File: src/rtl/mult_hilo_unit.sv
// Purpose: multi-cycle shift-add multiplier (MULT/MULTU) feeding the HI/LO read path.
// Latency: start edge to done visible is WIDTH+1 edges; hi/lo update atomically with done.
// Backpressure: none; start is ignored while busy (no queuing), accepted again in the done cycle.
module mult_hilo_unit #(
    parameter int WIDTH = 32
) (
    input  logic             clk,
    input  logic             rst,
    input  logic             start,
    input  logic             is_signed,
    input  logic [WIDTH-1:0] a,
    input  logic [WIDTH-1:0] b,
    output logic             busy,
    output logic             done,
    output logic [WIDTH-1:0] hi,
    output logic [WIDTH-1:0] lo
);

    localparam int CW = (WIDTH > 1) ? $clog2(WIDTH) : 1;
    localparam logic [CW-1:0] LAST_STEP = CW'(WIDTH - 1);

    typedef enum logic [1:0] {
        IDLE = 2'd0,
        CALC = 2'd1,
        FIX  = 2'd2
    } state_t;

    state_t state, state_nxt;

    // Operand magnitudes and iteration state
    logic [WIDTH-1:0] mcand;
    logic [WIDTH-1:0] mplier;
    logic [WIDTH:0]   acc;
    logic [CW-1:0]    count;
    logic             neg;

    // Combinational helpers
    logic [WIDTH-1:0]   a_mag;
    logic [WIDTH-1:0]   b_mag;
    logic [WIDTH-1:0]   addend;
    logic [WIDTH:0]     sum;
    logic [2*WIDTH-1:0] product;
    logic [2*WIDTH-1:0] result;

    // Magnitudes of the incoming operands; the most negative value maps onto itself,
    // which is the correct unsigned magnitude.
    always_comb begin
        a_mag = a;
        b_mag = b;
        if (is_signed && a[WIDTH-1]) a_mag = ~a + 1'b1;
        if (is_signed && b[WIDTH-1]) b_mag = ~b + 1'b1;
    end

    // One shift-add step: add the multiplicand when the current multiplier LSB is set,
    // keeping the carry in the extra accumulator bit.
    always_comb begin
        addend = mplier[0] ? mcand : '0;
        sum    = acc + {1'b0, addend};
    end

    // Final unsigned product and its sign-corrected form for signed operations.
    always_comb begin
        product = {acc[WIDTH-1:0], mplier};
        result  = neg ? (~product + 1'b1) : product;
    end

    // State register
    always_ff @(posedge clk or posedge rst) begin
        if (rst) begin
            state <= IDLE;
        end else begin
            state <= state_nxt;
        end
    end

    // Next-state logic: IDLE -> CALC (WIDTH steps) -> FIX (one write-back edge) -> IDLE
    always_comb begin
        state_nxt = state;
        case (state)
            IDLE: if (start) state_nxt = CALC;
            CALC: if (count == LAST_STEP) state_nxt = FIX;
            FIX:  state_nxt = IDLE;
            default: state_nxt = IDLE;
        endcase
    end

    // busy covers CALC and FIX only, so it is already low in the done cycle.
    assign busy = (state != IDLE);

    // Datapath: operand capture, iteration, and atomic hi/lo write-back with done pulse
    always_ff @(posedge clk or posedge rst) begin
        if (rst) begin
            mcand  <= '0;
            mplier <= '0;
            acc    <= '0;
            count  <= '0;
            neg    <= 1'b0;
            hi     <= '0;
            lo     <= '0;
            done   <= 1'b0;
        end else begin
            done <= 1'b0;
            case (state)
                IDLE: begin
                    if (start) begin
                        mcand  <= a_mag;
                        mplier <= b_mag;
                        neg    <= is_signed & (a[WIDTH-1] ^ b[WIDTH-1]);
                        acc    <= '0;
                        count  <= '0;
                    end
                end
                CALC: begin
                    // {acc, mplier} <= {sum, mplier} >> 1
                    acc    <= sum >> 1;
                    mplier <= {sum[0], mplier[WIDTH-1:1]};
                    count  <= count + 1'b1;
                end
                FIX: begin
                    hi   <= result[2*WIDTH-1:WIDTH];
                    lo   <= result[WIDTH-1:0];
                    done <= 1'b1;
                end
                default: begin
                    done <= 1'b0;
                end
            endcase
        end
    end

endmodule
File: config.mk
export PLATFORM = sky130hd
export DESIGN_NAME = mult_hilo_unit
export DESIGN_NICKNAME = d
export VERILOG_FILES = /design/src/rtl/mult_hilo_unit.sv
export SDC_FILE = /design/constraint.sdc
export NUM_CORES = 1
export LEC_CHECK = 0
export CAP_MARGIN = 20
export CORE_MARGIN = 2
export CORE_UTILIZATION = 30
export CTS_BUF_LIST = sky130_fd_sc_hd__clkbuf_4
export DETAILED_ROUTE_END_ITERATION = 12
export PLACE_DENSITY_LB_ADDON = 0.15
export SYNTH_ARGS = -nofsm -noshare
export SYNTH_HDL_FRONTEND = slang
export SYNTH_SLANG_ARGS = --single-unit
File: constraint.sdc
create_clock -name clk -period 7.3 [get_ports clk]
set_input_delay 1.095 -clock clk [delete_from_list [all_inputs] [get_ports clk]]
set_output_delay 1.095 -clock clk [all_outputs]
set_load 0.01 [all_outputs]
Yosys cells after proc, flatten, opt, wreduce, memory -nomap -nowiden --
Index checks and enable logic that the tools add are counted.
Storage, ports and cells: memories kept 0, bits in registers 170, bits in writable memories 0, bits in latches 0, logic and storage cells 46, output and inout port bits 66, ROM bits 0
Cells by class: magnitude comparators 0, bitwise gates (word level) 5, multiplexer cells 14, add/sub/neg operators 5, reductions and logical operators 8, $mul 0, equality and inequality tests 5, div/mod/pow operators 0, shifts and indexed selects 0
Operators with widths (count):
- two-way mux 32 bit | 4
- case mux 33 bit (2 select lines) | 1
- adder 32 x 1 -> 32 bit, second input constant | 2
- adder 64 x 1 -> 64 bit, second input constant | 1
- two-way mux 64 bit | 1
- NOT 32 bit | 2
- NOT 64 bit | 1
- case mux 32 bit (2 select lines) | 1
- adder 33 x 32 -> 33 bit | 1
- two-way mux 33 bit | 1
- case mux 5 bit (2 select lines) | 1
- AND reduction 2 bit | 3
- adder 5 x 1 -> 5 bit, second input constant | 1
- equality test 5 bit, second input constant | 1
- two-way mux 5 bit | 1
- two-way mux 2 bit | 2
- inequality test 2 bit, second input constant | 2
- case mux 2 bit (2 select lines) | 1
- nonzero test 2 bit | 2
- equality test 2 x 1 -> 1 bit, second input constant | 1
- equality test 2 bit, second input constant | 1
- logical AND 1 bit | 2
- logical NOT 2 bit | 1
- bitwise AND 1 bit | 1
- 2 further kinds | 2

Depth between registers and ports, before layout --
depth after elaboration 5, gate-level depth with buffers 13, depth with buffers taken out 12

Worst setup path before layout --
No wires, ideal clock.
path kind input -> register, start point input port a[14], end point register mcand[29], setup time 0.135 ns, arrival time 3.133 ns, required time 7.165 ns, path slack 4.031 ns, cell stages on the path 8, cell sequence or3_1 > nor4_1 > nor2b_1 > nand4_1 > or4_1 > o41ai_1 > xor2_1 > o21ai_0
Between the ends: longest elaborated chain between the ends 3
Ends and longest elaborated chain:
- start: declaration | RTL line 11 | input logic [WIDTH-1:0] a,
- NOT 32 bit | RTL line 50 | if (is_signed && a[WIDTH-1]) a_mag = ~a + 1'b1;
- adder 32 x 1 -> 32 bit | RTL line 50
- two-way mux 32 bit | RTL line 50
- end signal: assignment | RTL line 106 | mcand <= a_mag;
- end: declaration | RTL line 31 | logic [WIDTH-1:0] mcand;
No other way between the ends. A chain may end at the register's enable or synchronous reset.

Final worst setup path --
start point register mplier[0], end point register acc[29]
Between the ends: longest elaborated chain between the ends 3
Ends and longest elaborated chain:
- start: declaration | RTL line 32 | logic [WIDTH-1:0] mplier;
- start signal: assignment | RTL line 107 | mplier <= b_mag;
- start signal: assignment | RTL line 116 | mplier <= {sum[0], mplier[WIDTH-1:1]};
- two-way mux 32 bit | RTL line 57 | addend = mplier[0] ? mcand : '0;
- adder 33 x 32 -> 33 bit | RTL line 58 | sum = acc + {1'b0, addend};
- case mux 33 bit (2 select lines) | RTL line 103 | case (state)
- end signal: assignment | RTL line 115 | acc <= sum >> 1;
- end: declaration | RTL line 33 | logic [WIDTH:0] acc;
No other way between the ends.

==> qor.yml <==
finish:
  drive_gt1_share_pct: 5.01
  syn2layout_area_growth_pct: 18.9
  finalInstanceArea_um2: 12800
  fin_nets: 1451
synth:
  yosysSeqAreaShare_pct: 39.3
  synth_top_area_share_pct: 39.3
  synth_area_per_cell_um2: 8.57
  synth-edff-count: 0
  synth_ff_type: "dfrtp_1"
  synth_cell_types: 60
  post-synth-top-area-cell: "dfrtp_1"
  synth_area_um2: 10800
  synth_common_cells: "o21ai_0, dfrtp_1, nand2_1, xor2_1, clkbuf_1"
  synthTopCellsByArea: "dfrtp_1, o21ai_0, xor2_1"
  syn-num-nets: 1362
  async_reset_ff_share_pct: 100
  yosysMostFrequentCell: "o21ai_0"
  synth_seq_cells: 169
  synth_warnings: 0
  syn_inst: 1256
routing:
  drt_iter0_markers: 512
  viasPerCell: 5.05
  vias: 9180
  drt-wirelength-per-cell_um: 17.1
  drt_wl_total_mm: 31.0
  first_pass_iters: 5
  drtAntennaViolNets: 0
  drc_errors: 0
worst_setup_path:
  cp_slowest_stage_delay_ns: 0.66
  crit_fanout: 29
  cp.arrival_ns: 4.29
  setup.worst_path.class: "reg2reg"
  crit_slowest_cell: "o311ai_0"
  end_kind: "flop"
  worstSetupStartpointType: "flop"
  path_cells: "buf_4 -> and2_1 -> ha_1 -> inv_1 -> fa_1 -> nor2b_1 -> o21bai_1 -> a31o_2 -> o211a_1 -> o21a_1 -> o311ai_0 -> o31a_1 -> o21ai_0"
  reg2reg_depth: 13
  startpoint: "mplier[0]$_DFFE_PP0P_"
  r2r-start: "mplier[0]$_DFFE_PP0P_"
  cp.depth: 13
  critPathRequiredTime_ns: 7.78
  critPathBufInv: 2
  timing.rr.end: "acc[29]$_DFFE_PP0P_"
  cp_top_family: "compound AO/OA/AOI/OAI gates"
  regToRegSetupSlack_ns: 3.49
  crit_end: "acc[29]$_DFFE_PP0P_"
clock_tree:
  path_clk_slew_ns: 0.15
  ctsRootBufferMaster: "clkbuf_4"
  cts.path.max_buffers: 2
  cts_made_buffers: 17
  htreeDepth: 4
  cts_num_sinks: 169
  worst_skew_pair.late_latency_ns: 0.59
  cts.repair.resized: 0
  postCtsHoldBufs: 0
  cts_setup_buffers: 0
  cts_tree: "yes"
placement:
  gp_congestion: 0.835
  hpwlAfterDp_mm: 23.5
  placed_cell_area_um2: 12500
  port_buffers: 133
pwr:
  total_power_uw: 4920
  p_int_uw: 2630
  leakage_uw: 0.00514
  p_per_area_nw_per_um2: 384
  clkPwrFrac_pct: 12.7
  ir_drop_v: 0.000114
  swShare_pct: 46.5
  seqPwrFrac_pct: 36.2
  combPwrFrac_pct: 51.1
  switching_power_uw: 2290
timing:
  slew_headroom_pct: 38.7
  worstMarginPinSlew_ns: 0.920
  setup_viol: 0
  post-route-period-util_pct: 52.2
  slew_violations: 0
  holdWs_ns: 0.490
  fin_setup_tns_ns: 0
  min_period_ns: 3.81
  rsz0062_at_grt: "false"
  fmax_mhz: 263
  finClkSkew_ns: 0.0308
  hold_viol_final: 0
floorplan:
  fp.dieW_um: 193
  ios: 134
  start_util_pct: 30.3
  coreArea_um2: 35500
  die_h_um: 193
  die_area_um2: 37400
  rows: 69
outcome:
  status: "finished clean"
hold_path:
  hold_depth: 2
  hold_path_class: "reg2reg"
global_route:
  gr-total-overflow: 0
  grt_pass1_wl_mm: 49.9
  grt_max_degree: 114
  grt_pass1_vias: 8833
  antenna_found_initial: 1
  grtUsageTotal_pct: 16.6
run:
  drv_cap: 0
## stage by stage
step / std cells / utilization, % / setup WS, ns
2_1_floorplan: 1256 / - / 1.63
3_3_place_gp: 1787 / 35.2 / 3.27
3_5_place_dp: 1787 / 35.2 / 3.25
4_1_cts: 1817 / 36.1 / 3.43
5_1_grt: 1818 / 36.1 / 3.17
6_report: 1818 / 36.1 / 3.49
## sequential cells by signal, summed over array words and instances (netlist names)
register / cells
acc: 32
hi: 32
lo: 32
mcand: 32
mplier: 32
count: 5
state: 2
done: 1
neg: 1
## tightest hold or removal path, stage by stage (launching register included)
cell     delay (ns)
dfrtp_1        0.36
nand2_1        0.05
o21ai_0        0.06
## cell families (layout without fill, tap and decap cells)
kind of cell    after synthesis  count (layout)  synth area share (%)
compound gates              387             387                  21.2
xor+xnor                    146             146                  11.9
fa+ha+maj                    38              38                  4.49
buf+inv                      99             199                  3.52
flops                       169             169                  39.3
mux                           2               2                 0.186
other cells                   0               1                     0
simple gates                415             415                  19.5
## per-layer routing
metal / up-vias / GRT usage, % / share of wire (%)
met4: 0 / 3.70 / 1.1
met3: 23 / 2.46 / 3.6
li1: 4670 / - / -
met1: 4294 / 25.8 / 53
met2: 193 / 23.9 / 42
met5: - / 0 / 0
## power by group through the flow
stage                     Clock, uW  Sequential [uW]  Combinational [uW]
final                           623             1780                2520
after global routing            682             1840                2870
after CTS                       647             1780                2540
after detailed placement          0             1800                2540
after global placement            0             1790                2520
after floorplan                   0             1600                1880
## cells in the final DEF (no fill, tap or decap), drive strengths merged, types with 8 or more instances in the layout
cell type      instances
a21oi                 63
a22oi                 24
and2                  37
and3                   9
buf                   10
clkbuf                17
clkdlybuf4s50        133
dfrtp                169
ha                    37
inv                   27
nand2                165
nand2b                 8
nand3                 53
nand4                 13
nor2                  42
nor3                  15
nor4                  15
o21ai                210
o31ai                 32
o41ai                 17
or2                    9
or3                   15
or4                   20
xnor2                 39
xor2                 107
## layout make-up
| class | instances | area, um2 |
|---|---|---|
| inverter | 26 | 103 |
| tap | 461 | 577 |
| clock inverter | 13 | 178 |
| fill | 3692 | 22700 |
| antenna | 1 | 2.50 |
| multi-input combinational | 988 | 6180 |
| clock buffer | 17 | 128 |
| sequential | 169 | 4230 |
| timing repair buffer | 143 | 1410 |
## worst min path at each step
stage	slack [ns]	endpoint	start
floorplan	0.44	mcand[31]$_DFFE_PP0P_	mcand[31]$_DFFE_PP0P_
global placement	0.46	mcand[6]$_DFFE_PP0P_	mcand[6]$_DFFE_PP0P_
detailed placement	0.46	mcand[6]$_DFFE_PP0P_	mcand[6]$_DFFE_PP0P_
CTS	0.49	mcand[6]$_DFFE_PP0P_	mcand[6]$_DFFE_PP0P_
global route	0.52	mcand[16]$_DFFE_PP0P_	mcand[16]$_DFFE_PP0P_
finish	0.49	mcand[16]$_DFFE_PP0P_	mcand[16]$_DFFE_PP0P_
Power figures use the tool's default switching activity.
==> variant 1, RTL diff (config.mk and constraints unchanged) <==
Re-encode `state_t` (3 states) as one-hot, 3 bits wide.
--- a/src/rtl/mult_hilo_unit.sv
+++ b/src/rtl/mult_hilo_unit.sv
@@ -20,8 +20,8 @@
     localparam logic [CW-1:0] LAST_STEP = CW'(WIDTH - 1);
 
-    typedef enum logic [1:0] {
-        IDLE = 2'd0,
-        CALC = 2'd1,
-        FIX  = 2'd2
+    typedef enum logic [2:0] {
+        IDLE = 3'b001,
+        CALC = 3'b010,
+        FIX  = 3'b100
     } state_t;
 
Check against the original RTL: same outputs for any inputs over 10 cycles, from zero or initial values and one cycle with rst high; not proved beyond that.
==> variant 1 against the original RTL <==
- cell area is 3.9% higher
- wire length is 13% higher
- setup slack improved by 0.33 ns
- area after synthesis grew 4.3%
- power is 8.1% lower
- die area grew 4.2%
- count of clock-buffer cells in the layout did not move
- synthesized cell count increased by 7.0%
- critical path type unchanged
- sequential cell count grew 1
==> variant 1: results (changes against the original RTL) <==
| Metric | Value |
|---|---|
| Adder-cell share of the synthesized area | `4.30% (was 4.49%)` |
| Vias/cell | `5.20 (was 5.05)` |
| DP Cell Count | `1881 (was 1787)` |
| Internal power | `2.34 mW (was 2.63 mW)` |
| Clk_lat worst skew | `0.62 ns (was 0.59 ns)` |
| Largest net degree at the start of global routing | `119 (was 114)` |
| Hold_sp | `mcand[20] (was mcand[16])` |
| Status | `completed (unchanged)` |
| Met3 Use GR | `2.30% (was 2.46%)` |
| Synth Area in XOR/XNOR | `9.91% (was 11.9%)` |
| Sequential area share after synthesis | `37.9% (was 39.3%)` |
| Sequential power | `1.58 mW (was 1.78 mW)` |
| WL final | `35200 um (was 31000 um)` |
| First-iteration detailed-routing DRC count | `561 (was 512)` |
| Leak pwr | `5.55 nW (was 5.14 nW)` |
| M1 WL | `18800 um (was 16500 um)` |
| Hold endpoint | `mcand[20] (was mcand[16])` |
| Global placer's final weighted congestion | `0.885 (was 0.835)` |
| GR Util met2 | `27.0% (was 23.9%)` |
| Layout Skew | `0.0422 ns (was 0.0308 ns)` |
| Post-synthesis mux area share | `1.19% (was 0.186%)` |
| Dpl hpwl | `26800 um (was 23500 um)` |
| Arr. time, crit path | `3.99 ns (was 4.29 ns)` |
| Syn Area/Cell | `8.36 um2 (was 8.57 um2)` |
| End point of the critical path | `acc[31] (was acc[29])` |
| Clock-pin slew on the worst setup and hold paths | `0.17 ns (was 0.15 ns)` |
| Maximum VDD drop | `0.148 mV (was 0.114 mV)` |
| Fillcell total | `3875 (was 3692)` |
| Worst R2R Path Depth | `12 (was 13)` |
## variant 1: changes by cell type in the layout (fill, tap and decap cells not counted), moves of 22 or more
cell / delta
o21ai_0: -22
a21oi_1: +29
nor3_1: +28
nand3_1: -32
xor2_1: -46
nor2_1: +37
xnor2_1: +27
## variant 1: area by class of cell
type / count / area [um2] / share of cell area (%)
inverter: 27 / 106 / 0.799
multi-input combinational: 1074 / 6610 / 49.6
clock buffer: 17 / 128 / 0.959
tap: 468 / 586 / 4.40
antenna: 2 / 5.00 / 0.0376
clock inverter: 15 / 224 / 1.68
timing repair buffer: 142 / 1400 / 10.5
sequential: 170 / 4260 / 32.0
## variant 1: worst max-delay path, cell delays in order, from the launching register on
cell and delay, ns:
dfrtp_1 0.40, buf_4 0.29, and2_1 0.23, ha_1 0.21
inv_1 0.07, fa_1 0.40, nor2b_1 0.19, o2111ai_1 0.20
a211oi_1 0.46, o31a_1 0.31, a311o_1 0.32, a311oi_1 0.12
o21ai_0 0.15
==> variant 2, RTL diff (same settings) <==
Without the edit above. Change the parameter `WIDTH` from 32 to 64.
--- a/src/rtl/mult_hilo_unit.sv
+++ b/src/rtl/mult_hilo_unit.sv
@@ -3,5 +3,5 @@
 // Backpressure: none; start is ignored while busy (no queuing), accepted again in the done cycle.
 module mult_hilo_unit #(
-    parameter int WIDTH = 32
+    parameter int WIDTH = 64
 ) (
     input  logic             clk,
Ports: changed (resized a, b, hi and lo); port bits go from 134 to 262. No check against the original RTL was run, so the function may have changed too.
==> variant 2 against the original RTL <==
- fmax down 16%
- global-route usage grew 3.8 points
- setup slack worse by 0.73 ns
- power rose by 79%
- sequential cell count up 161
- sequential share of layout area down 1.8 points
- utilization up 0.31 points
- cell area up 110%
- area after synthesis is 100% higher
- wire length increased by 150%
- die area rose by 100%
- largest cell class unchanged
==> variant 2: results (changes against the original RTL) <==
| Metric | Value |
|---|---|
| Synth Area in XOR/XNOR | `12.0% (was 11.9%)` |
| Dpl ws | `2.17 ns (was 3.25 ns)` |
| Largest delay share family, worst path | `simple AND/OR/NAND/NOR gates (was compound AO/OA/AOI/OAI gates)` |
| Flop-to-flop setup slack | `2.76 ns (was 3.49 ns)` |
| Worst path slowest cell | `or4_4 (was o311ai_0)` |
| Global placer's final weighted congestion | `0.902 (was 0.835)` |
| Leak pwr | `10.6 nW (was 5.14 nW)` |
| Unique masters post-synth | `72 (was 60)` |
| Hold_sp | `mcand[13] (was mcand[16])` |
| Root Buffer | `clkbuf_4 (unchanged)` |
| Total number of vias | `20100 (was 9180)` |
| Post-synthesis net count | `2831 (was 1362)` |
| Status | `completed (unchanged)` |
| First-pass GRT wire length | `119000 um (was 49900 um)` |
| Syn Area/Cell | `8.35 um2 (was 8.57 um2)` |
| Number of port buffers | `261 (was 133)` |
| Share of cells above drive strength 1 | `6.63% (was 5.01%)` |
| First-iteration detailed-routing DRC count | `1391 (was 512)` |
| Sequential area share after synthesis | `37.6% (was 39.3%)` |
| Vias/cell | `5.20 (was 5.05)` |
| Initial antenna violation count | `2 (was 1)` |
| Synth Area in Compound Gates | `22.4% (was 21.2%)` |
| Post-synth top cells | `415 x o21ai_0, 400 x nand2_1, 330 x dfrtp_1 (was 207 x o21ai_0, 169 x dfrtp_1, 165 x nand2_1)` |
| Nets@finish | `3053 (was 1451)` |
| Reg2reg start | `mplier[1] (was mplier[0])` |
| Post-synthesis mux area share | `0.234% (was 0.186%)` |
| P_sw | `4.02 mW (was 2.29 mW)` |
| Slew margin rel. | `31.3% (was 38.7%)` |
| Drt pass-1 iters | `6 (was 5)` |
| Clock-pin slew on the worst setup and hold paths | `0.06 ns (was 0.15 ns)` |
| Clk_lat worst skew | `0.84 ns (was 0.59 ns)` |
| Worst r2r dst | `hi[58] (was acc[29])` |
| H-tree levels | `3 (was 4)` |
| Largest net degree at the start of global routing | `177 (was 114)` |
| CP Max Fanout | `6 (was 29)` |
| CTS Buf Count | `96 (was 17)` |
| Top_reg_cell synth | `dfrtp_1 (unchanged)` |
| Adder-cell share of the synthesized area | `3.96% (was 4.49%)` |
| Gr usage total | `20.4% (was 16.6%)` |
| WL final | `77500 um (was 31000 um)` |
| Worst R2R Path Depth | `11 (was 13)` |
| Placed Area | `25400 um2 (was 12500 um2)` |
| Synth area leaders | `dfrtp_1 38%, o21ai_0 9.5%, xor2_1 8.5% (was dfrtp_1 39%, o21ai_0 9.6%, xor2_1 8.7%)` |
| Layout Skew | `0.0511 ns (was 0.0308 ns)` |
| Number of warning messages in the yosys log | `0 (unchanged)` |
| Hold slack | `0.468 ns (was 0.490 ns)` |
| Dpl hpwl | `58700 um (was 23500 um)` |
| DP Cell Count | `3712 (was 1787)` |
| Maximum VDD drop | `0.108 mV (was 0.114 mV)` |
| Hold endpoint | `mcand[13] (was mcand[16])` |
| CTS Buffer Depth | `3 (was 2)` |
| Arr. time, crit path | `5.21 ns (was 4.29 ns)` |
## variant 2: cell count changes after synthesis, moves of 31 or more
cell	unedited run	this run
xor2_1	107	214
nor3_1	15	51
a21oi_1	63	120
ha_1	37	68
o21ai_0	207	415
a22oi_1	24	60
and2_1	37	76
xnor2_1	39	87
dfrtp_1	169	330
clkbuf_1	67	145
nor2_1	42	115
o31ai_1	32	65
nand2_1	165	400
## variant 2: worst min-delay path: stages (launching register included)
cell and delay, ns:
dfrtp_1 0.33, nand2_1 0.04, o21ai_0 0.06
## variant 2: power groups by stage
stage               clock network (mW)  logic [mW]  registers, mW
global placement                     0        3.94           3.20
detailed placement                   0        3.93           3.22
finish                            1.67        3.93           3.21
CTS                               1.75        3.95           3.19
global route                      1.85        4.42           3.30
floorplan                            0        2.98           2.83
## variant 2: layout make-up
cell class	instances	area [um2]
antenna	1	2.50
clock buffer	129	968
clock inverter	26	128
fill	7604	46200
inverter	31	120
multi-input combinational	2110	13000
sequential	330	8260
tap	959	1200
timing repair buffer	283	2830
## variant 2: cells by family (layout without fill, tap and decap cells)
family,after synthesis,in the layout
simple gates,911,911
other cells,0,1
compound gates,824,824
buf+inv,190,469
xor+xnor,301,301
fa+ha+maj,69,69
mux,5,5
flops,330,330
## variant 2: how the worst max path moves through the flow
stage	start	to	slack [ns]	depth (start not counted)
floorplan	rst	acc[0]	1.80	1
global placement	b[22]	mplier[59]	2.24	10
detailed placement	b[22]	mplier[59]	2.17	10
CTS	mplier[1]	hi[58]	2.76	11
global route	mplier[1]	hi[58]	2.63	11
finish	mplier[1]	hi[58]	2.76	11
## variant 2: layer usage
layer	part of all wire, %	GRT usage [%]
met5	0.013	0
met1	47	28.3
met4	2.4	6.79
met2	46	32.5
met3	4.7	2.95
